$ cat config.mk
export PLATFORM = sky130hd
export DESIGN_NAME = led_mode_ctrl_flat
export DESIGN_NICKNAME = d
export VERILOG_FILES = /design/src/rtl/led_mode_ctrl_pkg.sv /design/src/rtl/led_mode_ctrl_if.sv /design/src/rtl/led_mode_ctrl_btn_debounce.sv /design/src/rtl/led_mode_ctrl.sv /design/src/flat_wrapper.sv
export SDC_FILE = /design/constraint.sdc
export NUM_CORES = 1
export LEC_CHECK = 0
export ABC_AREA = 1
export CORE_MARGIN = 2
export CORE_UTILIZATION = 30
export DETAILED_ROUTE_END_ITERATION = 8
export PLACE_DENSITY = 0.47
export SLEW_MARGIN = 20
export SYNTH_ARGS = -nofsm -noshare
export SYNTH_HDL_FRONTEND = slang
export SYNTH_HIERARCHICAL = 1
export SYNTH_SLANG_ARGS = --single-unit
export TNS_END_PERCENT = 1
$ cat constraint.sdc
create_clock -name ck -period 2.1 [get_ports ck]
set_input_delay 0.63 -clock ck [delete_from_list [all_inputs] [get_ports ck]]
set_output_delay 0.63 -clock ck [all_outputs]
set_load 0.005 [all_outputs]
$ cat src/rtl/led_mode_ctrl_pkg.sv
// led_mode_ctrl_pkg: mode encodings, blink phase count and bounce direction codes
package led_mode_ctrl_pkg;
  localparam logic [1:0] MODE_OFF = 2'd0;
  localparam logic [1:0] MODE_BLINK = 2'd1;
  localparam logic [1:0] MODE_CHASE = 2'd2;
  localparam logic [1:0] MODE_BOUNCE = 2'd3;
  localparam int BLINK_PHASES = 5;
  localparam logic DIR_UP = 1'b0;
  localparam logic DIR_DN = 1'b1;
endpackage

$ cat src/rtl/led_mode_ctrl_if.sv
// led_mode_ctrl_if: button/enable inputs and LED/mode outputs of the LED mode controller
interface led_mode_ctrl_if #(parameter int NLED = 4);
  logic btn;
  logic en;
  logic [NLED-1:0] LED;
  logic [1:0] mode;
  modport master(output btn, en, input LED, mode);
  modport slave(input btn, en, output LED, mode);
endinterface

$ cat src/rtl/led_mode_ctrl_btn_debounce.sv
// btn_debounce: synchronises the raw button, debounces it and pulses adv on each press
module btn_debounce #(
  parameter int DEB_CYC = 1_000_000
) (
  input  logic ck,
  input  logic r,
  input  logic btn,
  output logic adv
);
  localparam int DW = DEB_CYC > 1 ? $clog2(DEB_CYC) : 1;
  logic s1, s2, deb, deb_q;
  logic [DW-1:0] dc;
  always_ff @(posedge ck or negedge r) begin
    if (!r) begin
      s1 <= 1'b0;
      s2 <= 1'b0;
      deb <= 1'b0;
      deb_q <= 1'b0;
      dc <= '0;
    end else begin
      s1 <= btn;
      s2 <= s1;
      deb_q <= deb;
      if (s2 == deb) dc <= '0;
      else if (dc == DW'(DEB_CYC - 1)) begin
        deb <= s2;
        dc <= '0;
      end else dc <= dc + 1'b1;
    end
  end
  // only presses advance the mode; releases are debounced but otherwise ignored
  assign adv = deb & ~deb_q;
endmodule

$ cat src/rtl/led_mode_ctrl.sv
// led_mode_ctrl: button-stepped OFF/BLINK/CHASE/BOUNCE LED pattern driver with shared tick prescaler
module led_mode_ctrl
  import led_mode_ctrl_pkg::*;
#(
  parameter int CLK_HZ = 50_000_000,
  parameter int TICK_DIV = 5_000_000,
  parameter int DEB_CYC = 1_000_000,
  parameter int NLED = 4
) (
  input logic ck,
  input logic r,
  led_mode_ctrl_if.slave io
);
  localparam int PW = $clog2(TICK_DIV);
  if (TICK_DIV < 2 || DEB_CYC < 1 || NLED < 2 || CLK_HZ < TICK_DIV) begin : g_bad_params
    $error("led_mode_ctrl: invalid parameters");
  end
  logic adv, tick, dir, nxt_dir, bnc_dn;
  logic [PW-1:0] pc;
  logic [2:0] phase, nxt_phase;
  logic [1:0] mode, nxt_mode;
  logic [NLED-1:0] led, pat, entry;
  btn_debounce #(.DEB_CYC(DEB_CYC)) u_deb (.ck(ck), .r(r), .btn(io.btn), .adv(adv));
  assign tick = io.en && pc == PW'(TICK_DIV - 1);
  always_comb begin
    nxt_mode = mode + 2'd1;
    entry = nxt_mode == MODE_OFF ? '0 : nxt_mode == MODE_BLINK ? '1 : NLED'(1);
    bnc_dn = dir == DIR_UP ? led[NLED-1] : !led[0];
    pat = mode == MODE_BLINK ? (phase == 3'(BLINK_PHASES - 1) ? ~led : led) :
          mode == MODE_CHASE ? {led[NLED-2:0], led[NLED-1]} :
          mode == MODE_BOUNCE ? (bnc_dn ? led >> 1 : led << 1) : '0;
    nxt_dir = mode == MODE_BOUNCE ? (bnc_dn ? DIR_DN : DIR_UP) : dir;
    nxt_phase = mode != MODE_BLINK ? phase : phase == 3'(BLINK_PHASES - 1) ? 3'd0 : phase + 3'd1;
  end
  // a press restarts the pattern from its entry value, swallowing any coincident tick
  always_ff @(posedge ck or negedge r) begin
    if (!r) begin
      mode <= MODE_OFF;
      led <= '0;
      pc <= '0;
      phase <= '0;
      dir <= DIR_UP;
    end else if (adv) begin
      mode <= nxt_mode;
      led <= entry;
      pc <= '0;
      phase <= '0;
      dir <= DIR_UP;
    end else if (io.en) begin
      pc <= tick ? '0 : pc + 1'b1;
      if (tick) begin
        led <= pat;
        phase <= nxt_phase;
        dir <= nxt_dir;
      end
    end
  end
  assign io.LED = led;
  assign io.mode = mode;
endmodule

$ cat src/flat_wrapper.sv
// flat-port wrapper written by rule: the top's interface ports become plain ports
module led_mode_ctrl_flat import led_mode_ctrl_pkg::*;
#(
  parameter int CLK_HZ = 50_000_000,
  parameter int TICK_DIV = 5_000_000,
  parameter int DEB_CYC = 1_000_000,
  parameter int NLED = 4
)
  (ck, r, io_btn, io_en, io_LED, io_mode);
  led_mode_ctrl_if #(.NLED(NLED)) io_i ();
  input logic ck;
  input logic r;
  input wire logic [$bits(io_i.btn)-1:0] io_btn;
  input wire logic [$bits(io_i.en)-1:0] io_en;
  output wire logic [$bits(io_i.LED)-1:0] io_LED;
  output wire logic [$bits(io_i.mode)-1:0] io_mode;
  assign io_i.btn = io_btn;
  assign io_i.en = io_en;
  assign io_LED = io_i.LED;
  assign io_mode = io_i.mode;
  led_mode_ctrl #(.CLK_HZ(CLK_HZ), .TICK_DIV(TICK_DIV), .DEB_CYC(DEB_CYC), .NLED(NLED)) u_core (.ck(ck), .r(r), .io(io_i));
endmodule
* Word-level counts from Yosys, hierarchy flattened
Cells that the tools add are included.
** Storage, ports and cells
- Output and inout bits :: 6
- Word-level logic and storage cells :: 65
- Flip-flop bits (word level) :: 57
** Cells by class
- Reductions and logical operators :: 10
- Add/sub/neg operators :: 4
- Multiplexer cells :: 26
- Bitwise operators :: 4
- Eq/ne operators :: 11
** Operators with widths (number)
- $mux 23 :: 3
- $mux 20 :: 2
- $mux 4 :: 10
- $add 23x1->23 const B :: 1
- $eq 23x23->1 const B :: 1
- $add 20x1->20 const B :: 1
- $eq 20x20->1 const B :: 1
- $mux 3 :: 5
- $reduce_and 3->1 :: 3
- $mux 1 :: 6
- $reduce_bool 2->1 :: 3
- $eq 2x1->1 const B :: 2
- $eq 2x2->1 const B :: 2
- $ne 2x1->1 const B :: 2
- $not 4->4 :: 1
- $add 3x1->3 const B :: 1
- $eq 3x3->1 const B :: 1
- $ne 3x2->1 const B :: 1
- $add 2x1->2 const B :: 1
- $logic_not 2->1 :: 1
- $not 1->1 :: 2
- $reduce_and 2->1 :: 1
- $and 1x1->1 :: 1
- $eq 1x1->1 :: 1
- 2 further kinds :: 2

* Longest topological paths before layout
Gate-level depths: netlist (run 1).
- Depth after elaboration :: 9
- Depth in mapped cells :: 11
- Depth with buffers taken out :: 10

* By module
Netlist (run 1), hierarchy kept.
** Modules (own cells, without submodules)
- led_mode_ctrl :: times used 1, area an instance 2312.2 um2, cells an instance 334
- btn_debounce :: times used 1, area an instance 1293.7 um2, cells an instance 163

* Worst setup path before layout (run 1)
No wires, ideal clock.
- Path type :: register -> register
- Start :: register u_core.u_deb.deb
- End :: register u_core.pc[21]
- Arrival :: 1330 ps
- Clock period less this slack :: 1447 ps
- Path buffers :: 1
- Required time :: 1983 ps
- Path slack :: 653 ps
- Stages on the path, launching flop included :: 12
- Path through :: dfrtp_1 -> inv_1 -> nor2_1 -> buf_4 -> nor2_4 -> inv_2 -> nand3b_2 -> nor2_4 -> nand2_1 -> nand2_1 -> nand2_1 -> nor2_1
** On the way
- Word-level cells in the longest chain between the ends :: 2
- Elaborated cells between the ends (all ways) :: 3
** Ends and longest elaborated chain
- from (decl) :: RTL line led_mode_ctrl_btn_debounce.sv:11 : logic s1, s2, deb, deb_q;
- from (signal assigned) :: RTL line led_mode_ctrl_btn_debounce.sv:17 : deb <= 1'b0;
- from (signal assigned) :: RTL line led_mode_ctrl_btn_debounce.sv:26 : deb <= s2;
- $and 1x1->1 * :: RTL line led_mode_ctrl_btn_debounce.sv:32 : assign adv = deb & ~deb_q;
- via u_core.adv :: RTL line led_mode_ctrl.sv:18 : logic adv, tick, dir, nxt_dir, bnc_dn;
- $mux 23 or $reduce_bool 2->1 (tied branches)
- to (signal assigned) :: RTL line led_mode_ctrl.sv:50 : pc <= tick ? '0 : pc + 1'b1;
- to (decl) :: RTL line led_mode_ctrl.sv:19 : logic [PW-1:0] pc;
Mark *: on every way through the listed nets, which the timed path passes. The rest lies on a longest branch.
A chain may end at the register's enable or synchronous reset.

* Final worst setup path (run 1)
- Start :: register u_core.mode[0] (netlist: u_core/io.mode[0])
- End :: output port io_mode[0]
** RTL lines
- from (decl) :: RTL line led_mode_ctrl.sv:21 : logic [1:0] mode, nxt_mode;
- from (signal assigned) :: RTL line led_mode_ctrl.sv:44 : mode <= nxt_mode;
- to (decl) :: RTL line flat_wrapper.sv:16 : output wire logic [$bits(io_i.mode)-1:0] io_mode;
No word-level cell between the ends.

==> metrics, run 1 <==
status finished clean; initial drt markers roughly 120; Peak Freq between 500 and 600 MHz; Die Wd around 110 um; root buf cell clkbuf_16; Die Y 114 um; placed cell count 663; Seq/Total Area, Yosys ~40%; relative max-transition margin between 70 and 80%; number of buffers created by CTS 9; synthesized flop and latch total 57; average size of a mapped cell ~7.3 um^2; row cnt 40; yosys warns 6; cts repair resizes 0; commonest cells in the netlist nand2_1 (125), nor2_1 (87), inv_1 (59), dfrtp_1 (57), nand3_1 (45); first-pass GRT wire length between 10 and 15 mm; layout cell share with drive strength beyond 1 13.9%; # IOs 10; required time worst endpoint ~1.5 ns; WL final slightly above 8 mm; Post-CTS Hold Buffers 0; design area ~4300 um^2; Starting Density 30.4%; Final min period around 1.9 ns; Pins Over Slew Limit 0; Hold Crit Class primary input to asynchronous set/reset pin; met2 track demand over resource a little under a quarter; area delta synth->final 18.9%; Final Skew 0.00842 ns; CTS tree built; crit start category flip-flop; vias in the first global route 3,097; Cells after Synth between 400 and 500; top-count cell post-synth nand2_1; CP cell instances clkdlybuf4s50_1; final hold violations 0; drt drc 0; DR vias/cell 4.57; n_diodes 0; Routed Antenna Nets 0; routing usage on met1 17.8%; Crit Path Class flip-flop to output pin; Clock Sinks 57; Main synth FF type dfrtp_1; WL per Instance approximately 12 um; max-cap violations 0; Worst Max-Slew Pin Slew about 0.43 ns; crit path DAT approximately 1.3 ns; Synthesized Nets between 500 and 600; pwr/cell area 716 nW/um^2; Initial DRT Pass Iterations 4; largest net degree at the start of global routing between 50 and 60; gr busiest metal met2; Synth async-reset ratio 100%; Synth Cell Area approximately 3600 um^2; Placement Cell Area a little under 4000 um^2; GRT Util Overall between 10% and 20%; unrepaired setup endpoints after global routing no; final layout net count 540; H-tree levels 3; CP delay by family, top buffers and inverters; final worst-path cycle share between 90% and 100%; CP max FO 6; die area 12,900 um^2; Bufs and invs on worst path 1; core area 11,900 um^2; met3 Use GR between 2 and 2.5%; I/O Buffers 9; Critical Path End Type output pin; main area contributors after synthesis dfrtp_1 (40%), nand2_1 (13%), nor2_1 (9.1%); post-DP HPWL ~6.2 mm; Final Util between 30% and 40%; clock slew seen by the registers of the worst setup and hold paths roughly 0.050 ns; top-area cell type share of the netlist area around two fifths; final std cells w/o fill roughly 680; CP peak stage delay between 0.5 and 0.6 ns; setup bufs post-CTS 0; Setup violations, final 0; slowest CP cell clkdlybuf4s50_1; Final GP Congestion between 0.8 and 0.9; total design power between 3 and 4 mW; Vias 3,102; clock latency at the later pin of the worst-skew pair ~0.33 ns; Leak around 2.0 nW; setup TNS 0 ns; Yosys top cell by area dfrtp_1; antenna violations before repair 0; number of synthesized flops with an enable pin 0; Yosys cell types 30; global route overflow 0; clock buffer depth 2; Worst VDD drop ~0.35 mV
-- power breakdown --
| part | total (mW) | internal [mW] | leakage, nW | switching, mW |
|---|---|---|---|---|
| Sequential | 1.24 | 1.16 | 0.765 | 0.0815 |
| Combinational | 0.233 | 0.0899 | 1.06 | 0.144 |
| Clock | 1.59 | 1.07 | 0.159 | 0.524 |
| Total | 3.07 | 2.32 | 1.99 | 0.749 |
-- area by class of cell --
class,count,area [um^2]
Tap cell,147,184
Clock inverter,5,78.8
Clock buffer,11,243
Fill cell,1226,7570
Multi-Input combinational cell,373,1910
Timing Repair Buffer,22,208
Inverter,64,240
Sequential cell,57,1430
-- cell usage in the layout (no fill, tap or decap), drive strengths merged --
cell	synthesis	routed
nand2	135	135
nor2	107	107
inv	64	64
dfrtp	57	57
nand3	48	48
nor3	14	14
buf	3	14
nand4	13	13
xor2	13	13
o21ai	12	12
clkbuf	0	11
ha	9	9
clkdlybuf4s50	0	8
a21oi	7	7
xnor2	5	5
nand3b	5	5
clkinv	0	3
nor3b	3	3
bufinv	0	2
mux2i	1	1
or2	1	1
-- flip-flops by register name, summed over array words and instances (netlist names), 2 cells and up --
name	flops
u_core/pc	23
u_core/u_deb/dc	20
u_core/io.LED	4
u_core/phase	3
u_core/io.mode	2
-- per-layer routing --
metal  routed length (um)  part of all wire [%]
met1                 3910                    47
met3                  277                   3.3
met5                    0                     0
met4                  141                   1.7
met2                 3960                    48
-- final timing paths --
| kind | start | to | slack (ns) | cells past startpoint |
|---|---|---|---|---|
| max | u_core/io.mode[0] | io_mode[0] | 0.16 | 1 |
| min in group ck | u_core/u_deb/s1 | u_core/u_deb/s2 | 0.35 | 0 |
| max reg2reg | u_core/u_deb/deb | u_core/io.LED[3] | 0.48 | 10 |
| min reg2reg | u_core/u_deb/s1 | u_core/u_deb/s2 | 0.35 | 0 |
| min | r | u_core/u_deb/dc[14] | 0.30 | 2 |
| max in group asynchronous | r | u_core/pc[1] | 1.54 | 2 |
-- cell families (layout without fill, tap and decap cells) --
family | Yosys count | in the layout | synth area share [%]
AO/OA/AOI/OAI | 19 | 19 | 2.64
AND/OR/NAND/NOR | 326 | 326 | 42.3
XOR/XNOR | 18 | 18 | 4.58
flip-flops | 57 | 57 | 39.6
buffers and inverters | 67 | 102 | 7.49
multiplexers | 1 | 1 | 0.278
adder cells (fa/ha/maj) | 9 | 9 | 3.12
-- worst reg2reg max path: stages, from the launching register on --
cell	delay, ns
dfrtp_1	0.41
inv_1	0.09
nor2_1	0.04
buf_4	0.18
inv_1	0.17
nand2_1	0.14
nor2_1	0.20
nand3_1	0.10
nand3_1	0.07
nand3_1	0.08
nand2_1	0.07
-- metrics by stage --
stage	setup WS, ns	hold slack [ns]
2_1_floorplan	0.653	0.331
5_1_grt	0.0925	0.324
6_report	0.158	0.302
3_3_place_gp	0.00707	0.333
3_5_place_dp	-0.0213	0.335
4_1_cts	0.131	0.303
No activity file was read; power rests on OpenSTA's default activity.
==> run 2: changes to the inputs <==
--- a/config.mk
+++ b/config.mk
@@ -12,2 +12,3 @@
 export PLACE_DENSITY = 0.47
+export SKIP_CTS_REPAIR_TIMING = 1
 export SLEW_MARGIN = 20
==> constraint.sdc (replaced) <==
create_clock -name ck -period 2.1 [get_ports ck]
set_input_delay 0.21 -clock ck [delete_from_list [all_inputs] [get_ports ck]]
set_output_delay 0.21 -clock ck [all_outputs]
set_load 0.005 [all_outputs]
==> run 2 against run 1 <==
Net effect: first-iteration DRC count grew 56%; global-route usage grew 0.20 points; core utilization fell by 0.73 points; hold slack gained 0.027 ns; total power fell by 1.6%; clock-buffer cell count unchanged; clock power shrank 3%.
==> metrics, run 2 (synthesized netlist as in run 1, its figures left out) <==
pwr/cell area 719 nW/um^2 (+0.44%); required time worst endpoint 2.37 ns (+0.90 ns); crit start category flip-flop; CP max FO 11 (+5); Placement Cell Area 3880 um^2 (-2.2%); filler cell count 1,238 (+0.98%); Critical Path End Type flip-flop; root buf cell clkbuf_16; Final Skew 0.00792 ns (-0.000500 ns); initial drt markers 184 (+56%); antenna violations before repair 0 (unchanged); Largest register FFs 23 (unchanged); Leak 1.92 nW (-3.1%); Peak Freq 572 MHz (+11%); Gate power share 7.4% (-0.2 points); final worst-path cycle share 83.3% (-9.2 points); largest net degree at the start of global routing 58 (unchanged); multi-input logic area 1910 um^2 (unchanged); Sw Ratio 24.5% (+0.059 points); Final min period 1.75 ns (-0.193 ns); sw power 0.739 mW (-1.3%); Seq pwr share 41.3% (+0.8 points); commonest non-fill, non-tap cells in the layout nand2_1 (125), nor2_1 (87), inv_1 (59); WL final 8.34 mm (+0.53%); CTS tree built; final hold violations 0 (unchanged); global route overflow 0 (unchanged); Die Y 114 um (unchanged); Clock Sinks 57 (unchanged); Starting Density 30.4% (unchanged); drt drc 0 (unchanged); final layout net count 531 (-1.7%); die area 12,900 um^2 (unchanged); relative max-transition margin 70.5% (-0.99 points); setup TNS 0 ns (unchanged); Pins Over Slew Limit 0 (unchanged); post-DP HPWL 6.22 mm (+0.53%); clock network power share 51.3% (-0.5 points); Crit Path Class flip-flop to flip-flop; Worst Max-Slew Pin Slew 0.443 ns (+0.0160 ns); first-pass GRT wire length 14.5 mm (+1.9%); Die Wd 114 um (unchanged); H-tree levels 3 (unchanged); Final GP Congestion 0.824 (about the same); design area 4200 um^2 (-2.0%); clock buffer depth 2 (unchanged); max-cap violations 0 (unchanged); Vias 3,057 (-1.5%); Worst VDD drop 0.341 mV (-1.9%); GRT Util Overall 14.3% (+0.20 points); Storage cell area 1430 um^2 (unchanged); Initial DRT Pass Iterations 4 (unchanged); Hold Crit Class primary input to flip-flop; Setup violations, final 0 (unchanged); area delta synth->final 16.6%; clock slew seen by the registers of the worst setup and hold paths 0.06 ns (about the same); crit path DAT 2.02 ns (+0.71 ns); row cnt 40 (unchanged); number of buffers created by CTS 9 (unchanged); DR vias/cell 4.56 (-0.13%); layout cell share with drive strength beyond 1 12.0% (-1.9 points); I/O Buffers 9 (unchanged); unrepaired setup endpoints after global routing no; core area 11,900 um^2 (unchanged); most common cell after layout, fill and taps aside nand2_1; WL per Instance 12.4 um (+1.9%); Routed Antenna Nets 0 (unchanged); Most flops, register u_core/pc; clock latency at the later pin of the worst-skew pair 0.33 ns (about the same); status finished clean; n_diodes 0 (unchanged); vias in the first global route 2,932 (-5.3%); Internal 2.28 mW (-1.7%); # IOs 10 (unchanged)
run 2: worst paths after layout:
kind	slack, ns	depth (start not counted)	to	startpoint
max in group asynchronous	1.41	3	u_core/pc[17]	r
setup / recovery	0.35	9	u_core/io.LED[1]	u_core/u_deb/deb
setup reg to reg	0.35	9	u_core/io.LED[1]	u_core/u_deb/deb
min in group asynchronous	0.43	3	u_core/u_deb/dc[14]	r
hold reg to reg	0.35	0	u_core/u_deb/s2	u_core/u_deb/s1
hold / removal	0.33	1	u_core/u_deb/s1	io_btn
run 2: per-layer routing:
metal	global-route usage [%]	wire length [um]	vias up	share of wire [%]
met5	0	0	-	0
met1	20.0	4290	1407	51
met3	3.19	261	10	3.1
li1	-	-	1608	-
met2	21.6	3650	32	44
met4	5.69	137	0	1.6
run 2: area by class of cell:
| class | count | share of cell area, % |
|---|---|---|
| inverter | 64 | 5.72 |
| sequential | 57 | 33.9 |
| timing repair buffer | 13 | 3.10 |
| clock buffer | 11 | 5.54 |
| multi-input combinational | 373 | 45.4 |
| clock inverter | 5 | 1.91 |
| tap | 147 | 4.38 |
run 2: power groups by stage:
stage / clock network [mW] / logic, mW / registers [mW]
final: 1.55 / 0.225 / 1.25
after global routing: 1.64 / 0.266 / 1.26
after CTS: 1.59 / 0.228 / 1.25
after detailed placement: 0 / 0.230 / 1.26
after global placement: 0 / 0.224 / 1.27
after floorplan: 0 / 0.161 / 1.24
run 2: stage by stage:
step | hold slack (ns) | power, mW | utilization (%) | instances | worst slack, ns
floorplan | -0.0856 | 1.40 | - | 497 | 0.653
global placement | 0.252 | 1.49 | 32.7 | 653 | 0.264
detailed placement | 0.242 | 1.49 | 32.7 | 653 | 0.292
CTS | -0.108 | 3.07 | 35.3 | 669 | 0.334
global route | 0.315 | 3.16 | 35.4 | 670 | 0.153
finish | 0.329 | 3.02 | 35.4 | 670 | 0.351
run 2: critical path, stage by stage (launching register included):
cell,delay [ns]
dfrtp_1,0.41
inv_1,0.08
nor2_1,0.05
inv_1,0.33
nand2_1,0.22
nor2_1,0.25
nand3_1,0.11
nand2_1,0.08
nand3_1,0.08
nand2_1,0.08
